<file path="src/rtl/iddr_deserializer_pkg.sv">
// Shared definitions for the IDDR deserializer: defaults and FSM state encoding.
package iddr_deserializer_pkg;

  localparam int unsigned DefWidth = 8;
  localparam logic [7:0]  DefSync  = 8'hA5;

  // Alignment FSM: hunting for the sync word, or locked onto a word boundary.
  typedef enum logic {
    StHunt   = 1'b0,
    StLocked = 1'b1
  } state_e;

endpackage

</file>
<file path="src/rtl/iddr_capture.sv">
// Input DDR capture: falling-edge sample retimed so both bits of a pair update on the rising edge.
module iddr_capture #(
  parameter logic INIT = 1'b0
) (
  input  logic C,
  input  logic CLR,
  input  logic CE,
  input  logic D,
  output logic Q0,
  output logic Q1
);

  logic fall_s;

  // Falling-edge sample, taken regardless of CE.
  always_ff @(negedge C or posedge CLR) begin
    if (CLR) begin
      fall_s <= INIT;
    end else begin
      fall_s <= D;
    end
  end

  // Rising-edge pair register: Q1 holds the earlier (falling-edge) bit, Q0 the later one.
  always_ff @(posedge C or posedge CLR) begin
    if (CLR) begin
      Q0 <= INIT;
      Q1 <= INIT;
    end else if (CE) begin
      Q0 <= D;
      Q1 <= fall_s;
    end
  end

endmodule

</file>
<file path="src/rtl/iddr_deserializer.sv">
// DDR deserializer: shifts bit pairs into a window, hunts for the sync word at either bit
// offset, then emits one aligned word every WIDTH/2 enabled cycles.
module iddr_deserializer
  import iddr_deserializer_pkg::*;
#(
  parameter int unsigned      WIDTH = DefWidth,
  parameter logic [WIDTH-1:0] SYNC  = WIDTH'(DefSync),
  parameter logic             INIT  = 1'b0
) (
  input  logic             C,
  input  logic             CLR,
  input  logic             CE,
  input  logic             D,
  input  logic             RESYNC,
  output logic             Q0,
  output logic             Q1,
  output logic [WIDTH-1:0] DOUT,
  output logic             DVALID,
  output logic             LOCKED,
  output logic             PHASE
);

  localparam int unsigned     CntW   = (WIDTH / 2 > 1) ? $clog2(WIDTH / 2) : 1;
  localparam logic [CntW-1:0] CntMax = CntW'(WIDTH / 2 - 1);

  state_e           state_q, state_d;
  logic [WIDTH:0]   win_q, win_d;
  logic [WIDTH:0]   win_next;
  logic [CntW-1:0]  cnt_q, cnt_d;
  logic [WIDTH-1:0] dout_q, dout_d;
  logic             dvalid_q, dvalid_d;
  logic             phase_q, phase_d;
  logic             match_even, match_odd, wrap;

  iddr_capture #(
    .INIT (INIT)
  ) u_capture (
    .C   (C),
    .CLR (CLR),
    .CE  (CE),
    .D   (D),
    .Q0  (Q0),
    .Q1  (Q1)
  );

  // Lock and word extraction look at the window as it will be after this edge's shift,
  // so the first data word starts exactly on the pair following the sync word.
  assign win_next   = {win_q[WIDTH-2:0], Q1, Q0};
  assign match_even = (win_next[WIDTH-1:0] == SYNC);
  assign match_odd  = (win_next[WIDTH:1] == SYNC);
  assign wrap       = (cnt_q == CntMax);

  // Next-state: RESYNC overrides everything; otherwise advance only on enabled edges.
  always_comb begin
    state_d  = state_q;
    win_d    = win_q;
    cnt_d    = cnt_q;
    dout_d   = dout_q;
    dvalid_d = 1'b0;
    phase_d  = phase_q;
    if (RESYNC) begin
      state_d = StHunt;
      cnt_d   = '0;
      phase_d = 1'b0;
    end else if (CE) begin
      win_d = win_next;
      unique case (state_q)
        StHunt: begin
          // Even offset wins when both alignments match.
          if (match_even) begin
            state_d = StLocked;
            phase_d = 1'b0;
            cnt_d   = '0;
          end else if (match_odd) begin
            state_d = StLocked;
            phase_d = 1'b1;
            cnt_d   = '0;
          end
        end
        StLocked: begin
          if (wrap) begin
            cnt_d    = '0;
            dvalid_d = 1'b1;
            dout_d   = phase_q ? win_next[WIDTH:1] : win_next[WIDTH-1:0];
          end else begin
            cnt_d = cnt_q + 1'b1;
          end
        end
        default: state_d = StHunt;
      endcase
    end
  end

  // State, window, counter and output registers.
  always_ff @(posedge C or posedge CLR) begin
    if (CLR) begin
      state_q  <= StHunt;
      win_q    <= '0;
      cnt_q    <= '0;
      dout_q   <= '0;
      dvalid_q <= 1'b0;
      phase_q  <= 1'b0;
    end else begin
      state_q  <= state_d;
      win_q    <= win_d;
      cnt_q    <= cnt_d;
      dout_q   <= dout_d;
      dvalid_q <= dvalid_d;
      phase_q  <= phase_d;
    end
  end

  assign DOUT   = dout_q;
  assign DVALID = dvalid_q;
  assign LOCKED = (state_q == StLocked);
  assign PHASE  = phase_q;

endmodule

</file>
<file path="config.mk">
export PLATFORM = sky130hd
export DESIGN_NAME = iddr_deserializer
export DESIGN_NICKNAME = d
export VERILOG_FILES = /design/src/rtl/iddr_deserializer_pkg.sv /design/src/rtl/iddr_capture.sv /design/src/rtl/iddr_deserializer.sv
export SDC_FILE = /design/constraint.sdc
export NUM_CORES = 1
export LEC_CHECK = 0
export BUFFER_PORTS_ARGS = -buffer_cell sky130_fd_sc_hd__buf_2
export CAP_MARGIN = 15
export CORE_MARGIN = 2
export CORE_UTILIZATION = 60
export CTS_BUF_LIST = sky130_fd_sc_hd__clkbuf_8
export CTS_CLUSTER_SIZE = 16
export DETAILED_ROUTE_END_ITERATION = 10
export GPL_TIMING_DRIVEN = 0
export PLACE_DENSITY = 0.87
export SYNTH_ARGS = -nofsm -noshare
export SYNTH_HDL_FRONTEND = slang
export SYNTH_SLANG_ARGS = --single-unit
</file>
<file path="constraint.sdc">
create_clock -name C -period 1.8 [get_ports C]
set_input_delay 0.36 -clock C [delete_from_list [all_inputs] [get_ports C]]
set_output_delay 0.36 -clock C [all_outputs]
set_load 0.005 [all_outputs]
</file>
==> impl_metrics.csv, run 1 <==
group,metric,value,unit
global_route,grt_pass1_wl,2770,um
yosys,synth_fa_ha_area_share,1.19,%
critical_path,reg2reg_slack,0.20,ns
floorplanning,fp.dieArea,0.00210,mm2
timing,hold_viol_final,0,
pwr,swShare,25.5,%
cells_and_area,layout-drive-gt1-share,35.8,%
place,dp.cells,119,
yosys,netlist_area,0.00105,mm2
cells_and_area,fin_nets,113,
yosys,synthTopCellsByArea,"dfrtp_1 53%, mux2_2 9.7%, mux2i_1 7.6%, nand2_1 4.3%, o21ai_0 3.8%",
pwr,p_int,0.000813,W
clock_network,max-clock-path-buffers,2,
timing,finClkSkew,0.0139,ns
critical_path,cp-endpoint,"u_capture.Q1",
pwr,p_clk_share,27.9,%
run,cap_violations,0,
critical_path,crit_fanout,1,
place,place_congestion,0.724,
critical_path,cp_top_family,"flip-flops",
timing,whs,0.257,ns
place,hpwlAfterDp,1250,um
timing,max_slew_margin,44.5,%
timing,fin_ws,0.204,ns
critical_path,cp_num_buf_inv,0,
clock_network,postCtsHoldBufs,0,
cells_and_area,nFillCells,128,
global_route,grt_max_degree,24,
global_route,grt-ovfl-total,0,
global_route,grt_pass1_vias,650,
critical_path,reg2reg_depth,1,
pwr,p_per_area,913,mW/mm2
cells_and_area,area_delta_synth_final,14.1,%
clock_network,cts.sinks,23,
yosys,synth_mux_area_share,17.3,%
critical_path,cp.depth,1,
pwr,power.leakage,0.588,nW
floorplanning,rows,15,
critical_path,cp_data_required_time,1.94,ns
clock_network,clk_latency,0.27,ns
critical_path,r2r_end,"u_capture.Q1",
drt,wl_per_cell,14.0,um
yosys,syn_nets,92,
global_route,track_usage,19.0,%
global_route,antenna_found_initial,0,
clock_network,cts_setup_buffers,0,
yosys,synth_top_family_by_area,"multiplexers",
pwr,power_frac_seq,58.8,%
floorplanning,ios,18,
clock_network,clk_pin_slew,0.08,ns
pwr,p_comb_share,13.4,%
critical_path,startpoint_type,"flip-flop",
critical_path,crit_path_end_kind,"flip-flop",
cells_and_area,antenna_cells,0,
yosys,ys_seq_area_share,55.0,%
floorplanning,start_util,62.0,%
status,outcome,"complete, no violations",
drt,first_pass_iters,4,
cells_and_area,final_area,0.00119,mm2
drt,drt-initial-drc-count,8,
place,placed_area,0.00115,mm2
timing,setup_violations,0,
clock_network,htreeDepth,1,
yosys,yosysWarnings,0,
critical_path,rr_startpoint,"u_capture.fall_s",
yosys,synth_compound_area_share,10.6,%
place,port_buffers,16,
worst_hold_path,hold_path_class,"input pin to async pin",
yosys,ys_ff_latch,23,
yosys,synth_edf_count,0,
cells_and_area,fin_util,70.7,%
timing,rsz0062_at_grt,"no",
yosys,netlist.area_leader.share,52.6,%
critical_path,crit_start,"u_capture.fall_s",
floorplanning,core-area,0.00169,mm2
clock_network,ctsRootBufferMaster,"clkbuf_8",
timing,worst-slew-pin-transition,0.832,ns
clock_network,tritoncts,"built",
critical_path,slowest_stage,"dfrtn_1",
critical_path,slowest_delay,0.32,ns
critical_path,criticalPathCategory,"flip-flop to flip-flop",
drt,drcViolationCount,0,
yosys,postSynthAreaPerCell,12.2,um2
drt,via_per_inst,5.79,
pwr,switchingPower,0.000278,W
yosys,synth-simple-area-share,12.4,%
yosys,synth_cells,86,
critical_path,crit_chain,"mux2_2",
cells_and_area,layout_commonest_cell,"dfrtp_1",
floorplanning,die_y,45.8,um
drt,drt-total-wl,1720,um
yosys,synth-async-reset-ratio,100,%
timing,slew_violations,0,
yosys,yosysTopAreaCell,"dfrtp_1",
yosys,synth_xor_area_share,0,%
yosys,synth_cell_types,26,
yosys,ys.flop_type,"dfrtp_1",
pwr,peakVddDrop,0.000635,V
clock_network,cts_buffers,3,
cells_and_area,final_cell_mix,"22 x dfrtp_1, 17 x buf_2, 12 x nand2_1",
cells_and_area,fin_cells,123,
drt,vias,712,
critical_path,critPathArrivalTime,1.74,ns
floorplanning,fp.dieW,45.8,um
clock_network,ctsResizeCount,0,
drt,detail-route-antenna-nets,0,
place,pre_cts_ws,-0.135,ns
-- cells in the mapped netlist, types with 2 or more instances --
| library cell | number |
|---|---|
| mux2i_1 | 8 |
| mux2_2 | 9 |
| dfrtp_1 | 22 |
| nor2_1 | 2 |
| a31o_1 | 2 |
| o21ai_0 | 8 |
| inv_1 | 4 |
| nand2_1 | 12 |
| nand4bb_1 | 2 |
-- registers in the layout, indices dropped and copies added (netlist names) --
register,cells
DOUT,8
win_q,7
cnt_q,2
DVALID,1
LOCKED,1
PHASE,1
u_capture.Q0,1
u_capture.Q1,1
u_capture.fall_s,1
-- area by class of cell --
class	instances	area [um2]	area share, %
Inverter	4	15.0	1.26
Tap cell	17	21.3	1.78
Buffer	3	21.3	1.78
Multi-Input combinational cell	56	435	36.4
Clock buffer	3	41.3	3.46
Clock inverter	1	5.00	0.419
Timing Repair Buffer	16	80.1	6.70
Sequential cell	23	576	48.2
-- power by group through the flow --
stage               registers [W]  clock network, W  logic [W]
finish                   0.000642          0.000304   0.000146
global route             0.000651          0.000331   0.000162
CTS                      0.000639          0.000316   0.000149
detailed placement       0.000649                 0   0.000148
global placement         0.000645                 0   0.000141
floorplan                0.000630                 0   0.000119
-- through the flow --
step                TNS (ns)  total power [W]
detailed placement    -0.135         0.000797
finish                     0          0.00109
CTS                        0          0.00110
floorplan                  0         0.000748
global placement      -0.106         0.000786
global route               0          0.00114
-- logic make-up (layout without fill, tap and decap cells) --
| kind of cell | Yosys count | count (layout) |
|---|---|---|
| and+or+nand+nor | 22 | 22 |
| DFF | 23 | 23 |
| AOI/OAI and AO/OA | 16 | 16 |
| muxes | 17 | 17 |
| buffers and inverters | 7 | 27 |
| adders and majority gates | 1 | 1 |
-- worst min-delay path by stage --
stage,startpoint,endpoint,depth (start not counted)
after CTS,CLR,DOUT[2],2
after global placement,DOUT[3],DOUT[3],2
after floorplan,CLR,DOUT[0],1
after detailed placement,DOUT[4],DOUT[4],2
after global routing,CLR,DOUT[2],2
final,CLR,DOUT[2],2
-- per-layer routing --
metal  track usage [%]  vias to the layer above  share of wire (%)
li1                  -                      353                  -
met1              24.0                      337                 45
met2              32.4                       20                 50
met3              3.57                        2                4.4
met4              6.86                        0               0.58
met5                 0                        -                  0
Note: power is estimated with default switching activity, not from simulation.
==> run 2: changes to the inputs <==
- CELL_PAD_IN_SITES_DETAIL_PLACEMENT: default -> 1
- CELL_PAD_IN_SITES_GLOBAL_PLACEMENT: default -> 2
- CORE_UTILIZATION: 60 -> 40
- PLACE_DENSITY: 0.87 -> 0.86
==> impl_metrics.csv, run 2 (synthesis results as in run 1) <==
group,metric,value,unit
status,outcome,"complete, no violations",
critical_path,startpoint_type,"flip-flop",
floorplanning,fp.dieW,55.2,um
clock_network,htreeDepth,1,
floorplanning,ios,18,
critical_path,cp_data_required_time,1.96,ns
floorplanning,start_util,42.3,%
place,place_congestion,0.688,
drt,drt-total-wl,1920,um
timing,setup_violations,0,
global_route,grt_pass1_vias,728,
place,dp.cells,132,
floorplanning,die_y,55.2,um
drt,detail-route-antenna-nets,0,
global_route,met1_usage,19.3,%
timing,slew_violations,0,
timing,finClkSkew,0.0110,ns
clock_network,cts_buffers,3,
clock_network,cts.sinks,23,
clock_network,ctsRootBufferMaster,"clkbuf_8",
clock_network,clk_latency,0.28,ns
cells_and_area,largest_reg_flops,8,
critical_path,cp_top_family,"flip-flops",
pwr,peakVddDrop,0.000495,V
pwr,power.leakage,0.589,nW
cells_and_area,fin_util,48.8,%
clock_network,tritoncts,"built",
drt,via_per_inst,5.36,
cells_and_area,fin_cells,136,
global_route,top_usage_layer,"met2",
cells_and_area,fin_nets,113,
drt,vias,729,
critical_path,crit_chain,"mux2_2",
critical_path,criticalPathCategory,"flip-flop to flip-flop",
critical_path,crit_path_end_kind,"flip-flop",
global_route,track_usage,16.0,%
drt,wl_per_cell,14.1,um
floorplanning,core-area,0.00248,mm2
global_route,grt_pass1_wl,3310,um
cells_and_area,layout-drive-gt1-share,34.9,%
place,port_buffers,16,
drt,drt-initial-drc-count,6,
floorplanning,fp.dieArea,0.00304,mm2
global_route,gr-usage-met2,25.4,%
cells_and_area,layout_commonest_cell,"dfrtp_1",
critical_path,cp_num_buf_inv,0,
cells_and_area,nFillCells,284,
critical_path,slowest_stage,"dfrtn_1",
timing,worst-slew-pin-transition,0.860,ns
clock_network,cts_setup_buffers,0,
global_route,antenna_found_initial,0,
pwr,p_per_area,906,mW/mm2
clock_network,clk_pin_slew,0.08,ns
global_route,met3_usage,2.42,%
place,hpwlAfterDp,1390,um
floorplanning,rows,18,
timing,max_slew_margin,42.6,%
drt,drcViolationCount,0,
critical_path,slowest_delay,0.33,ns
clock_network,postCtsHoldBufs,0,
drt,first_pass_iters,2,
global_route,grt_max_degree,24,
worst_hold_path,hold_path_class,"input pin to async pin",
cells_and_area,final_cell_mix,"22 x dfrtp_1, 17 x buf_2, 12 x nand2_1",
critical_path,crit_fanout,1,
clock_network,max-clock-path-buffers,2,
cells_and_area,area_delta_synth_final,15.5,%
timing,hold_viol_final,0,
timing,rsz0062_at_grt,"no",
global_route,grt-ovfl-total,0,
run,cap_violations,0,
critical_path,critPathArrivalTime,1.76,ns
clock_network,ctsResizeCount,0,
cells_and_area,antenna_cells,0,
==> run 2: report_power, final <==
| part | internal [W] | switching [W] | leakage (nW) |
|---|---|---|---|
| Sequential | 0.000572 | 0.0000677 | 0.300 |
| Clock | 0.000152 | 0.000158 | 0.0269 |
| Combinational | 0.0000866 | 0.0000587 | 0.262 |
==> run 2: path summary, 6_finish.rpt <==
check	from	end	slack (ns)	cells after the start
max in group asynchronous	CLR	u_capture.fall_s	0.21	2
min in group C	D	u_capture.Q0	0.33	2
max reg2reg	u_capture.fall_s	u_capture.Q1	0.20	1
min reg2reg	DOUT[4]	DOUT[4]	0.48	2
max	u_capture.fall_s	u_capture.Q1	0.20	1
min	CLR	DVALID	0.26	2
==> run 2: per-stage QoR <==
stage	hold slack (ns)	TNS, ns	worst slack [ns]	power (W)	cell area [um2]
3_5_place_dp	0.466	-0.177	-0.177	0.000799	1160
5_1_grt	0.337	0	0.0352	0.00116	1210
2_1_floorplan	0.362	0	0.186	0.000748	1050
6_report	0.260	0	0.198	0.00110	1210
4_1_cts	0.283	0	0.145	0.00113	1210
3_3_place_gp	0.460	-0.149	-0.149	0.000793	1160
==> run 2: cell type report <==
class                           count  area [um2]  share of cell area (%)
Buffer                              3        21.3                    1.76
Clock buffer                        3        41.3                    3.41
Clock inverter                      1        3.75                   0.310
Inverter                            4        15.0                    1.24
Multi-Input combinational cell     56         435                    36.0
Sequential cell                    23         576                    47.6
Tap cell                           30        37.5                    3.10
Timing Repair Buffer               16        80.1                    6.62
==> run 2: layer usage <==
layer	up-vias	routed length, um
li1	348	-
met1	359	915
met2	17	851
met3	5	83
met4	0	67
met5	-	0
